**src/rtl/tilt_fall_pkg.sv**
```systemverilog
// rtl/tilt_fall_pkg.sv - shared widths, state encoding and default thresholds for tilt_fall_detect
package tilt_fall_pkg;

  localparam int ANGLE_W = 16;
  localparam int CNT_W   = 16;

  localparam int unsigned DEF_TILT_THR     = 8192;
  localparam int unsigned DEF_RATE_THR     = 1024;
  localparam int unsigned DEF_WIN_SAMPLES  = 8;
  localparam int unsigned DEF_HOLD_SAMPLES = 16;

  typedef enum logic [1:0] {
    ST_UPRIGHT = 2'd0,
    ST_IMPACT  = 2'd1,
    ST_LYING   = 2'd2,
    ST_ALARM   = 2'd3
  } state_e;

endpackage

```
**src/rtl/angle_abs_diff.sv**
```systemverilog
// rtl/angle_abs_diff.sv - wrapped binary-angle difference with saturating absolute value
module angle_abs_diff
  import tilt_fall_pkg::*;
(
  input  logic signed [ANGLE_W-1:0] a_i,
  input  logic signed [ANGLE_W-1:0] b_i,
  output logic        [ANGLE_W-1:0] mag_o
);

  logic [ANGLE_W-1:0] diff;

  // Subtract modulo 2^16 so angles wrap at +/-180 deg; -180 has no positive twin, clamp it
  always_comb begin
    diff = a_i - b_i;
    if (diff == {1'b1, {(ANGLE_W-1){1'b0}}}) begin
      mag_o = {1'b0, {(ANGLE_W-1){1'b1}}};
    end else if (diff[ANGLE_W-1]) begin
      mag_o = -diff;
    end else begin
      mag_o = diff;
    end
  end

endmodule

```
**src/rtl/tilt_fall_detect.sv**
```systemverilog
// rtl/tilt_fall_detect.sv - impact-then-lying fall detector on a stream of binary angle samples
module tilt_fall_detect
  import tilt_fall_pkg::*;
#(
  parameter int unsigned TILT_THR     = DEF_TILT_THR,
  parameter int unsigned RATE_THR     = DEF_RATE_THR,
  parameter int unsigned WIN_SAMPLES  = DEF_WIN_SAMPLES,
  parameter int unsigned HOLD_SAMPLES = DEF_HOLD_SAMPLES
) (
  input  logic                      clk,
  input  logic                      reset_n,
  input  logic                      angle_valid,
  input  logic signed [ANGLE_W-1:0] angle,
  input  logic                      ref_load,
  input  logic                      clear,
  output logic        [ANGLE_W-1:0] tilt_mag,
  output logic                      out_valid,
  output logic                      fall_alarm,
  output logic        [1:0]         state_o,
  output logic        [7:0]         fall_count
);

  localparam logic [ANGLE_W-1:0] TILT_L = ANGLE_W'(TILT_THR);
  localparam logic [ANGLE_W-1:0] RATE_L = ANGLE_W'(RATE_THR);
  localparam logic [CNT_W-1:0]   WIN_L  = CNT_W'(WIN_SAMPLES);
  localparam logic [CNT_W-1:0]   HOLD_L = CNT_W'(HOLD_SAMPLES);

  logic signed [ANGLE_W-1:0] ref_q, ref_d;
  logic signed [ANGLE_W-1:0] prev_q, prev_d;
  logic                      prev_vld_q, prev_vld_d;
  logic [ANGLE_W-1:0]        tilt_mag_q, tilt_mag_d;
  logic                      out_valid_q, out_valid_d;
  state_e                    state_q, state_d;
  logic [CNT_W-1:0]          win_cnt_q, win_cnt_d;
  logic [CNT_W-1:0]          hold_cnt_q, hold_cnt_d;
  logic [7:0]                fall_count_q, fall_count_d;

  logic [ANGLE_W-1:0] tilt_raw;
  logic [ANGLE_W-1:0] delta_raw;
  logic [ANGLE_W-1:0] delta;
  logic [CNT_W-1:0]   win_inc;
  logic [CNT_W-1:0]   hold_inc;

  // Tilt is measured against the reference held before this edge, so a same-cycle ref_load
  // only affects later samples
  angle_abs_diff u_tilt (
    .a_i   (angle),
    .b_i   (ref_q),
    .mag_o (tilt_raw)
  );

  angle_abs_diff u_delta (
    .a_i   (angle),
    .b_i   (prev_q),
    .mag_o (delta_raw)
  );

  // Without a previous sample there is no rate of change to report
  assign delta    = prev_vld_q ? delta_raw : '0;
  assign win_inc  = win_cnt_q + CNT_W'(1);
  assign hold_inc = hold_cnt_q + CNT_W'(1);

  // Next-state: sample bookkeeping always follows angle_valid, clear overrides the FSM
  always_comb begin
    ref_d        = ref_q;
    prev_d       = prev_q;
    prev_vld_d   = prev_vld_q;
    tilt_mag_d   = tilt_mag_q;
    out_valid_d  = angle_valid;
    state_d      = state_q;
    win_cnt_d    = win_cnt_q;
    hold_cnt_d   = hold_cnt_q;
    fall_count_d = fall_count_q;

    if (ref_load) begin
      ref_d = angle;
    end

    if (angle_valid) begin
      prev_d     = angle;
      prev_vld_d = 1'b1;
      tilt_mag_d = tilt_raw;
    end

    if (clear) begin
      state_d    = ST_UPRIGHT;
      win_cnt_d  = '0;
      hold_cnt_d = '0;
    end else if (angle_valid) begin
      case (state_q)
        ST_UPRIGHT: begin
          if (delta > RATE_L) begin
            state_d   = ST_IMPACT;
            win_cnt_d = '0;
          end
        end
        ST_IMPACT: begin
          if (tilt_raw >= TILT_L) begin
            state_d    = ST_LYING;
            hold_cnt_d = CNT_W'(1);
          end else if (win_inc >= WIN_L) begin
            state_d   = ST_UPRIGHT;
            win_cnt_d = '0;
          end else begin
            win_cnt_d = win_inc;
          end
        end
        ST_LYING: begin
          if (tilt_raw < TILT_L) begin
            state_d    = ST_UPRIGHT;
            hold_cnt_d = '0;
          end else if (hold_inc >= HOLD_L) begin
            state_d      = ST_ALARM;
            hold_cnt_d   = '0;
            fall_count_d = (fall_count_q == 8'hFF) ? fall_count_q : fall_count_q + 8'd1;
          end else begin
            hold_cnt_d = hold_inc;
          end
        end
        ST_ALARM: begin
          state_d = ST_ALARM;
        end
        default: begin
          state_d = ST_UPRIGHT;
        end
      endcase
    end
  end

  // State and output registers; reset wipes all history including the fall count
  always_ff @(posedge clk or negedge reset_n) begin
    if (!reset_n) begin
      ref_q        <= '0;
      prev_q       <= '0;
      prev_vld_q   <= 1'b0;
      tilt_mag_q   <= '0;
      out_valid_q  <= 1'b0;
      state_q      <= ST_UPRIGHT;
      win_cnt_q    <= '0;
      hold_cnt_q   <= '0;
      fall_count_q <= '0;
    end else begin
      ref_q        <= ref_d;
      prev_q       <= prev_d;
      prev_vld_q   <= prev_vld_d;
      tilt_mag_q   <= tilt_mag_d;
      out_valid_q  <= out_valid_d;
      state_q      <= state_d;
      win_cnt_q    <= win_cnt_d;
      hold_cnt_q   <= hold_cnt_d;
      fall_count_q <= fall_count_d;
    end
  end

  assign tilt_mag   = tilt_mag_q;
  assign out_valid  = out_valid_q;
  assign fall_alarm = (state_q == ST_ALARM);
  assign state_o    = state_q;
  assign fall_count = fall_count_q;

endmodule

```
**config.mk**
```make
export PLATFORM = sky130hd
export DESIGN_NAME = tilt_fall_detect
export DESIGN_NICKNAME = d
export VERILOG_FILES = /design/src/rtl/tilt_fall_pkg.sv /design/src/rtl/angle_abs_diff.sv /design/src/rtl/tilt_fall_detect.sv
export SDC_FILE = /design/constraint.sdc
export NUM_CORES = 1
export LEC_CHECK = 0
export CORE_ASPECT_RATIO = 1.25
export CORE_MARGIN = 2
export CORE_UTILIZATION = 46
export CTS_BUF_LIST = sky130_fd_sc_hd__clkbuf_2 sky130_fd_sc_hd__clkbuf_4 sky130_fd_sc_hd__clkbuf_8
export DETAILED_ROUTE_END_ITERATION = 8
export DONT_BUFFER_PORTS = 1
export PLACE_DENSITY_LB_ADDON = 0.2
export REMOVE_ABC_BUFFERS = 1
export SETUP_SLACK_MARGIN = 0.4
export SLEW_MARGIN = 20
export SYNTH_ARGS = -nofsm -noshare
export SYNTH_HDL_FRONTEND = slang
export SYNTH_SLANG_ARGS = --single-unit
```
**constraint.sdc**
```tcl
create_clock -name clk -period 4.4 [get_ports clk]
set_input_delay 0.88 -clock clk [delete_from_list [all_inputs] [get_ports clk]]
set_output_delay 0.88 -clock clk [all_outputs]
set_load 0.02 [all_outputs]
```
* After elaboration in Yosys (flattened, before gate mapping)
Index checks and enable logic that the tools add are counted.
** Storage, ports and cells
- Register bits after elaboration :: 92
- Output and inout port bits :: 28
** Operators by class
- Add/subtract/negate cells :: 7
- Magnitude comparators :: 5
- Equality and inequality tests :: 11
- Mux-type cells :: 25
- Bitwise operators :: 3
- Reductions and logical operators :: 8
** Operators with widths (number)
- 16-bit 2-to-1 mux :: 15
- 16-bit one-hot mux with 2 select lines :: 2
- 16-bit by 1-bit adder with 16-bit output, second input constant :: 2
- 16-bit == test, second input constant :: 2
- 16-bit negator :: 2
- 16-bit subtractor :: 2
- 16-bit by 14-bit >= comparator with 1-bit output, second input constant :: 1
- 16-bit by 4-bit >= comparator with 1-bit output, second input constant :: 1
- 16-bit by 5-bit >= comparator with 1-bit output, second input constant :: 1
- 16-bit by 11-bit > comparator with 1-bit output, second input constant :: 1
- 16-bit by 14-bit < comparator with 1-bit output, second input constant :: 1
- 2-bit 2-to-1 mux :: 7
- 3-bit inequality test, second input constant :: 3
- 8-bit by 1-bit adder with 8-bit output, second input constant :: 1
- 8-bit == test, second input constant :: 1
- 4-bit inequality test, second input constant :: 2
- 2-bit one-hot mux with 4 select lines :: 1
- 4-bit AND reduction :: 2
- 6-bit AND reduction :: 1
- 3-bit nonzero test :: 2
- 2-bit == test, second input constant :: 2
- 1-bit inverter :: 3
- 3-bit AND reduction :: 1
- 2-bit by 1-bit == test with 1-bit output, second input constant :: 1
- other kinds (2) :: 2

* Logic depth before layout (Yosys ltp)
Gate-level depths: netlist of run 1.
- Word-level depth :: 10
- Mapped depth :: 17

* By module
From an unflattened synthesis of run 1, not the netlist that was laid out.
** Unflattened totals
- Cell total of the unflattened synthesis :: 716
- Area, all modules :: 6696.4 µm²
** By module, submodules not included
- tilt_fall_detect :: instances 1, cells each 336, area an instance 4041.4 µm², sequential area each 2302.2 µm²
- angle_abs_diff at u_delta :: instances 1, cells each 200, area an instance 1380.1 µm², sequential area each 0.0 µm²
- angle_abs_diff at u_tilt :: instances 1, cells each 180, area an instance 1275.0 µm², sequential area each 0.0 µm²

* Worst setup path after synthesis of run 1
Ideal clock, no wire load.
- Kind :: input -> register
- From :: in angle[0]
- To :: reg fall_count_q[1] (netlist: fall_count[1])
- Setup time :: 125 ps
- Data arrival time :: 4035 ps
- Path slack :: 240 ps
- Stages on the path :: 13
- Path buffers :: 0
- Cell sequence :: inv_1 -> ha_1 -> fa_1 -> nand2b_1 -> a211oi_2 -> nor2_1 -> xor2_1 -> o2111ai_1 -> or3_4 -> o211ai_4 -> nand2_1 -> nor3_4 -> mux2_2
** On the way
- Longest elaborated chain between the ends :: 7
- Elaborated cells between the ends (all ways) :: 8
** Ends and longest elaborated chain
- from (decl) :: RTL line tilt_fall_detect.sv:13 : input logic signed [ANGLE_W-1:0] angle,
- 16-bit subtractor * :: RTL line angle_abs_diff.sv:14 : diff = a_i - b_i;
- 16-bit negator :: RTL line angle_abs_diff.sv:18 : mag_o = -diff;
- 16-bit 2-to-1 mux :: RTL line angle_abs_diff.sv:17 : end else if (diff[ANGLE_W-1]) begin
- 16-bit 2-to-1 mux * :: RTL line angle_abs_diff.sv:15 : if (diff == {1'b1, {(ANGLE_W-1){1'b0}}}) begin
- 16-bit by 14-bit < comparator with 1-bit output * :: RTL line tilt_fall_detect.sv:109 : if (tilt_raw < TILT_L) begin
- 1-bit inverter (no source line) *
- 6-bit AND reduction (no source line) *
- to (signal assigned) :: RTL line tilt_fall_detect.sv:151 : fall_count_q <= fall_count_d;
- to (decl) :: RTL line tilt_fall_detect.sv:36 : logic [7:0] fall_count_q, fall_count_d;
Every way passes the cells marked *; elsewhere a longest branch is shown, timed or not.
A chain may end at the register's enable or synchronous reset.

* Worst setup path in the final report of run 1
- From :: in angle[0]
- To :: reg win_cnt_q[12]
** On the way
- Longest elaborated chain between the ends :: 8
- Elaborated cells between the ends (all ways) :: 16
** Ends and longest elaborated chain
- 16-bit subtractor :: RTL line angle_abs_diff.sv:14
- 16-bit negator :: RTL line angle_abs_diff.sv:18
- 16-bit 2-to-1 mux :: RTL line angle_abs_diff.sv:17
- 16-bit 2-to-1 mux :: RTL line angle_abs_diff.sv:15
- 16-bit 2-to-1 mux :: RTL line tilt_fall_detect.sv:59 : assign delta = prev_vld_q ? delta_raw : '0;
- 16-bit by 11-bit > comparator with 1-bit output :: RTL line tilt_fall_detect.sv:92 : if (delta > RATE_L) begin
- 3-bit inequality test (no source line)
- 4-bit AND reduction (no source line) *
- to (signal assigned) :: RTL line tilt_fall_detect.sv:149 : win_cnt_q <= win_cnt_d;
- to (decl) :: RTL line tilt_fall_detect.sv:34 : logic [CNT_W-1:0] win_cnt_q, win_cnt_d;
Marks and branches as above.

==> results.ini, run 1 <==
[clock_tree]
tritoncts = yes
cts-buffers-inserted = 9
worst_skew_pair.late_latency_ns = 0.37
cts.root.buffer_cell = sky130_fd_sc_hd__clkbuf_8
htreeDepth = 3
cts.clk_slew.worst_paths_ns = 0.09
cts_max_path_buffers = 2
cts.sinks = 92

[sta]
rsz0062_at_grt = yes
min_period_ns = 3.87
drv_slew = 0
finalCritPeriodShare_pct = 88.0
setup_total_negative_slack_ns = 0
hold_slack_ns = 0.195
slew_headroom_pct = 60.7
tightest_slew_ns = 0.587
setup_violations = 0
final_hold_viol_count = 0
maxClockFrequency_mhz = 258
postLayoutSetupSlackWorst_ns = 0.530
clock_skew_ns = 0.0110

[floorplan]
num_rows = 49
core_area_um2 = 14300
floorplan.die_area_um2 = 15600
dieWidth_um = 112
dieHeight_um = 139
floorplan.initialDensity_pct = 46.9
top_level_ports = 49

[synth]
synth.avg_cell_area_um2 = 8.59
synth-edff-count = 0
ys_seq_area_share_pct = 34.2
postSynthRegisterBits = 92
synth-async-reset-ratio_pct = 100
synth-warning-count = 0
ys_types = 80
syn-cell-area_um2 = 6730
netlist_instances = 784
synth_ff_type = sky130_fd_sc_hd__dfrtp_1

[run_status]
status = complete, no violations

[layout]
num_antenna_cells = 0
final_net_count = 847
post_route_cells_drive_above_1_share_pct = 11.5
finish.instance_area_um2 = 7310
final_core_utilization_pct = 50.9
layout_common_cells = sky130_fd_sc_hd__dfrtp_1, sky130_fd_sc_hd__nand2_1, sky130_fd_sc_hd__o21ai_0, sky130_fd_sc_hd__nor2_1, sky130_fd_sc_hd__inv_1
final_common_cell = sky130_fd_sc_hd__dfrtp_1
area_delta_synth_final_pct = 8.51
filler_cell_count = 1380

[critical_path]
r2r_setup_slack_ns = 0.66
critPathMaxStageDelay_ns = 0.51
rr_worst_depth = 12
worstPathArrival_ns = 4.17
cpMostUsedCell = sky130_fd_sc_hd__buf_4
worst-path-max-fanout = 13
worstReg2RegStart = ref_q[1]
critical-path-top-delay-family = compound AO/OA/AOI/OAI gates
criticalPathCategory = input pin to flop
combined_buffer_and_inverter_count_along_the_critical_path = 5
cp_data_required_time_ns = 4.70
cpMaxStageDelayCell = sky130_fd_sc_hd__or4_1
reg_to_reg_endpoint = fall_count[1]
critical_path.endpoint_type = flop
cp-start-kind = input pin
crit_chain = inv_1 > ha_1 > inv_1 > fa_2 > a211oi_2 > buf_4 > o31ai_4 > o21ai_2 > buf_4 > o2111ai_1 > nand3_2 > or4_1 > o21ai_0 > o211ai_1 > o211a_4 > buf_4 > nor2b_1

[placement]
placement.cell_area_um2 = 6990
detailed_place_hpwl_um = 11400
finalWeightedCongestion = 0.879
port-buffer-count = 0
pre_cts_slack_ns = 0.0650

[drt]
avgRoutedWirePerCell_um = 15.5
drt_wl_total_um = 15000
drt.antenna.violating_nets = 0
drt-pass1-iter-count = 4
remaining_drc_errors = 0
drt-initial-drc-count = 240
routed_via_density = 5.82
vias = 5646

[power_and_ir_drop]
cellLeakagePower_nw = 3.18
maximum_ir_drop_on_the_vdd_rail_mv = 0.268
power-per-cell-area_nw_per_um2 = 381

[job]
maxCapViolCount = 0

[grt]
largest_net_degree_at_the_start_of_global_routing = 93
number_of_antenna_violations_at_the_first_check_in_global_routing = 0
grt_overflow_total = 0
grt_usage_pct = 19.6
grt_pass1_vias = 5480
grt_pass1_wl_um = 25500

[hold_path]
class_of_the_tightest_hold_or_removal_check = input pin to asynchronous set/reset pin

==> sequential cells by signal, indices dropped and copies added, names as in the netlist <==
register    count
ref_q          16
win_cnt_q      16
out_valid       1
prev_vld_q      1
hold_cnt_q     16
state_o         2
tilt_mag       16
prev_q         16
fall_count      8
==> synthesized netlist by cell type, types with 18 or more instances <==
library cell,count,area [um2]
sky130_fd_sc_hd__inv_1,46,173
sky130_fd_sc_hd__a21oi_1,44,220
sky130_fd_sc_hd__and2_1,25,156
sky130_fd_sc_hd__xnor2_1,22,193
sky130_fd_sc_hd__clkbuf_1,27,101
sky130_fd_sc_hd__nand2_1,75,282
sky130_fd_sc_hd__dfrtp_1,92,2300
sky130_fd_sc_hd__ha_1,37,463
sky130_fd_sc_hd__nor2b_1,18,113
sky130_fd_sc_hd__nor2_1,48,180
sky130_fd_sc_hd__nand3_1,32,160
sky130_fd_sc_hd__o21ai_0,61,305
sky130_fd_sc_hd__and3_1,18,113
==> routing by layer <==
metal	part of all wire, %	track usage [%]	vias up
met5	0	0	-
met4	2.2	7.38	0
met3	3.5	3.79	29
met2	50	33.0	93
met1	44	24.8	2682
li1	-	-	2842
==> worst max path at each step <==
stage                         from       endpoint  slack [ns]  depth (start not counted)
final                     angle[0]  win_cnt_q[12]        0.53                         17
after global routing      angle[0]  win_cnt_q[10]        0.36                         16
after global placement    angle[0]     state_o[0]        0.04                         14
after detailed placement  angle[0]     state_o[0]        0.06                         14
after floorplan           angle[0]   win_cnt_q[2]        0.24                         14
after CTS                 angle[0]  win_cnt_q[12]        0.44                         15
==> timing repair <==
| action | in CTS | in global routing |
|---|---|---|
| gates resized for setup | 0 | 19 |
| setup buffers | 0 | 1 |
| endpoints found under the setup margin | 0 | 41 |
| hold buffers | 0 | 0 |
==> cell type report <==
class	count	area [um2]	area share (%)
repair buffers	22	165	2.26
clock inverters	4	48.8	0.668
inverters	46	173	2.36
flip-flops and latches	92	2300	31.5
well taps	178	223	3.05
clock buffers	12	153	2.09
multi-input cells	616	4240	58.1
==> per-stage QoR <==
stage | cells | power, mW
floorplan | 754 | 1.90
global placement | 953 | 2.14
detailed placement | 953 | 2.17
CTS | 969 | 2.77
global route | 970 | 2.98
finish | 970 | 2.78
==> logic make-up (layout without fill, tap and decap cells) <==
logic type | count (synthesis) | in the layout | share of synthesized area [%]
XOR/XNOR | 40 | 40 | 5.52
buffers and inverters | 76 | 84 | 4.39
multiplexers | 13 | 13 | 2.10
AND/OR/NAND/NOR | 302 | 302 | 23.9
flip-flops | 92 | 92 | 34.2
adder cells (fa/ha/maj) | 39 | 39 | 7.47
AO/OA/AOI/OAI | 222 | 222 | 22.4
==> power breakdown <==
group          total [mW]  leakage [nW]  switching, mW  internal [mW]
Sequential           1.12          1.17          0.180          0.944
Clock               0.585         0.107          0.295          0.290
Combinational        1.07          1.90          0.607          0.468
Total                2.78          3.18           1.08           1.70
Power figures use the tool's default switching activity.
==> run 2: changes to the inputs <==
Settings changed: CORE_ASPECT_RATIO 1.25 to 0.9.
Clock period 4.4 ns to 4.5 ns, I/O delays scaled along.
==> results.ini, run 2 (synthesis gave the netlist of run 1 again) <==
[run_status]
status = complete, no violations

[grt]
largest_net_degree_at_the_start_of_global_routing = 93  ; unchanged
grt_pass1_wl_um = 26900  ; +5.4%
grt_pass1_vias = 5539  ; +1.1%
grt_overflow_total = 0  ; unchanged
number_of_antenna_violations_at_the_first_check_in_global_routing = 0  ; unchanged
grt_usage_pct = 20.9  ; +1.3 points

[clock_tree]
cts-buffers-inserted = 9  ; unchanged
worst_skew_pair.late_latency_ns = 0.40  ; +0.03 ns
tritoncts = yes
cts.sinks = 92  ; unchanged
cts.clk_slew.worst_paths_ns = 0.11  ; +0.02 ns
cts.root.buffer_cell = sky130_fd_sc_hd__clkbuf_8
cts_max_path_buffers = 2  ; unchanged
htreeDepth = 3  ; unchanged

[sta]
final_hold_viol_count = 0  ; unchanged
rsz0062_at_grt = no
hold_slack_ns = 0.179  ; -0.0159 ns
min_period_ns = 3.97
tightest_slew_ns = 0.608  ; +0.0210 ns
finalCritPeriodShare_pct = 88.2
slew_headroom_pct = 59.3  ; -1.4 points
drv_slew = 0  ; unchanged
clock_skew_ns = 0.0158  ; +0.00475 ns
setup_total_negative_slack_ns = 0  ; unchanged
maxClockFrequency_mhz = 252
setup_violations = 0  ; unchanged
postLayoutSetupSlackWorst_ns = 0.532  ; +0.00203 ns

[hold_path]
class_of_the_tightest_hold_or_removal_check = input pin to asynchronous set/reset pin

[placement]
pre_cts_slack_ns = -0.0452  ; -0.110 ns
detailed_place_hpwl_um = 11800  ; +3.6%
finalWeightedCongestion = 0.877  ; -0.22%
port-buffer-count = 0  ; unchanged
placement.cell_area_um2 = 6970  ; -0.27%
dp.cells = 963  ; +1.0%

[floorplan]
dieWidth_um = 132  ; +17%
core_area_um2 = 14200  ; -1.3%
top_level_ports = 49  ; unchanged
floorplan.die_area_um2 = 15600  ; about the same
num_rows = 41  ; -16%
floorplan.initialDensity_pct = 47.6  ; +0.62 points
dieHeight_um = 119  ; -15%

[critical_path]
worstReg2RegStart = ref_q[0]
worst-path-max-fanout = 6  ; -7
cp_data_required_time_ns = 4.83  ; +0.13 ns
critical_path.endpoint_type = flop
worstPathArrival_ns = 4.30  ; +0.13 ns
cp-start-kind = input pin
critical_path.startpoint = angle[0]
criticalPathCategory = input pin to flop
rr_worst_depth = 13  ; +1

[drt]
drt-pass1-iter-count = 5  ; +1
drt.antenna.violating_nets = 0  ; unchanged
drt-initial-drc-count = 447  ; +86%
routed_via_density = 5.90  ; +1.3%
vias = 5820  ; +3.1%
drt_wl_total_um = 16100  ; +7.2%
remaining_drc_errors = 0  ; unchanged
avgRoutedWirePerCell_um = 16.3  ; +5.4%

[layout]
final_common_cell = sky130_fd_sc_hd__dfrtp_1
layout_common_cells = sky130_fd_sc_hd__dfrtp_1, sky130_fd_sc_hd__nand2_1, sky130_fd_sc_hd__o21ai_0, sky130_fd_sc_hd__nor2_1, sky130_fd_sc_hd__inv_1
final_core_utilization_pct = 52.2  ; +1.3 points
final_net_count = 849  ; +0.24%
filler_cell_count = 1302  ; -5.7%
post_route_cells_drive_above_1_share_pct = 12.2  ; +0.73 points
final_cells = 987  ; +1.8%
area_delta_synth_final_pct = 9.74
finish.instance_area_um2 = 7390  ; +1.1%
num_antenna_cells = 0  ; unchanged

[job]
maxCapViolCount = 0  ; unchanged

[power_and_ir_drop]
power.total_mw = 2.79  ; about the same
cellLeakagePower_nw = 3.19  ; +0.45%
power-per-cell-area_nw_per_um2 = 377  ; -1.1%
maximum_ir_drop_on_the_vdd_rail_mv = 0.178  ; -34%

## run 2: cell count changes in the layout (fill, tap and decap cells not counted), moves of 2 or more
cell                         delta
sky130_fd_sc_hd__nor4b_2        -3
sky130_fd_sc_hd__clkbuf_4       -2
sky130_fd_sc_hd__clkinv_2       -2
sky130_fd_sc_hd__o22ai_2        +2
sky130_fd_sc_hd__clkinvlp_4     +2
sky130_fd_sc_hd__o21ai_0        -2
sky130_fd_sc_hd__o21ai_1        +2
sky130_fd_sc_hd__nor4b_4        +3
sky130_fd_sc_hd__inv_8          +2
## run 2: what timing repair did
item / in CTS / in global routing
resized for setup: 3 / 25
pin swaps: 0 / 17
hold buffers: 0 / 0
endpoints found under the setup margin: 12 / 38
buffers inserted: 0 / 7
cloned: 0 / 1
## run 2: where the power goes
group / total (mW) / switching, mW / internal (mW)
clock network: 0.603 / 0.337 / 0.266
registers: 1.10 / 0.173 / 0.923
logic: 1.09 / 0.619 / 0.467
## run 2: cell type report
cell class                 instances  area [um2]  share of cell area, %
sequential                        92        2300                   31.2
tap                              193         241                   3.27
clock inverter                     7        85.1                   1.15
clock buffer                       9         124                   1.68
inverter                          46         173                   2.34
multi-input combinational        617        4290                   58.1
timing repair buffer              23         173                   2.34
## run 2: path summary, 6_finish.rpt
path / slack, ns / end
worst max-delay path: 0.53 / hold_cnt_q[2]
worst min-delay path: 0.18 / ref_q[10]
worst max register to register: 0.71 / hold_cnt_q[2]
worst min register to register: 0.49 / prev_vld_q
max in group asynchronous: 4.10 / ref_q[15]
min in group clk: 0.49 / prev_vld_q
## run 2: critical path, stage by stage
cell	delay (ns)
sky130_fd_sc_hd__inv_1	0.04
sky130_fd_sc_hd__ha_1	0.23
sky130_fd_sc_hd__fa_1	0.40
sky130_fd_sc_hd__nand2b_2	0.23
sky130_fd_sc_hd__a211oi_4	0.35
sky130_fd_sc_hd__o21ai_1	0.16
sky130_fd_sc_hd__a21boi_2	0.19
sky130_fd_sc_hd__o22ai_2	0.15
sky130_fd_sc_hd__or3_4	0.44
sky130_fd_sc_hd__o211ai_4	0.29
sky130_fd_sc_hd__and2_4	0.24
sky130_fd_sc_hd__nand3_4	0.08
sky130_fd_sc_hd__or4b_1	0.49
sky130_fd_sc_hd__nand3_1	0.10
## run 2: per-layer routing
metal	vias to the layer above	track usage (%)	share of wire, %
li1	2849	-	-
met1	2802	28.3	47
met2	154	33.7	46
met3	15	5.11	5.1
met4	0	4.96	1.2
met5	-	0	0
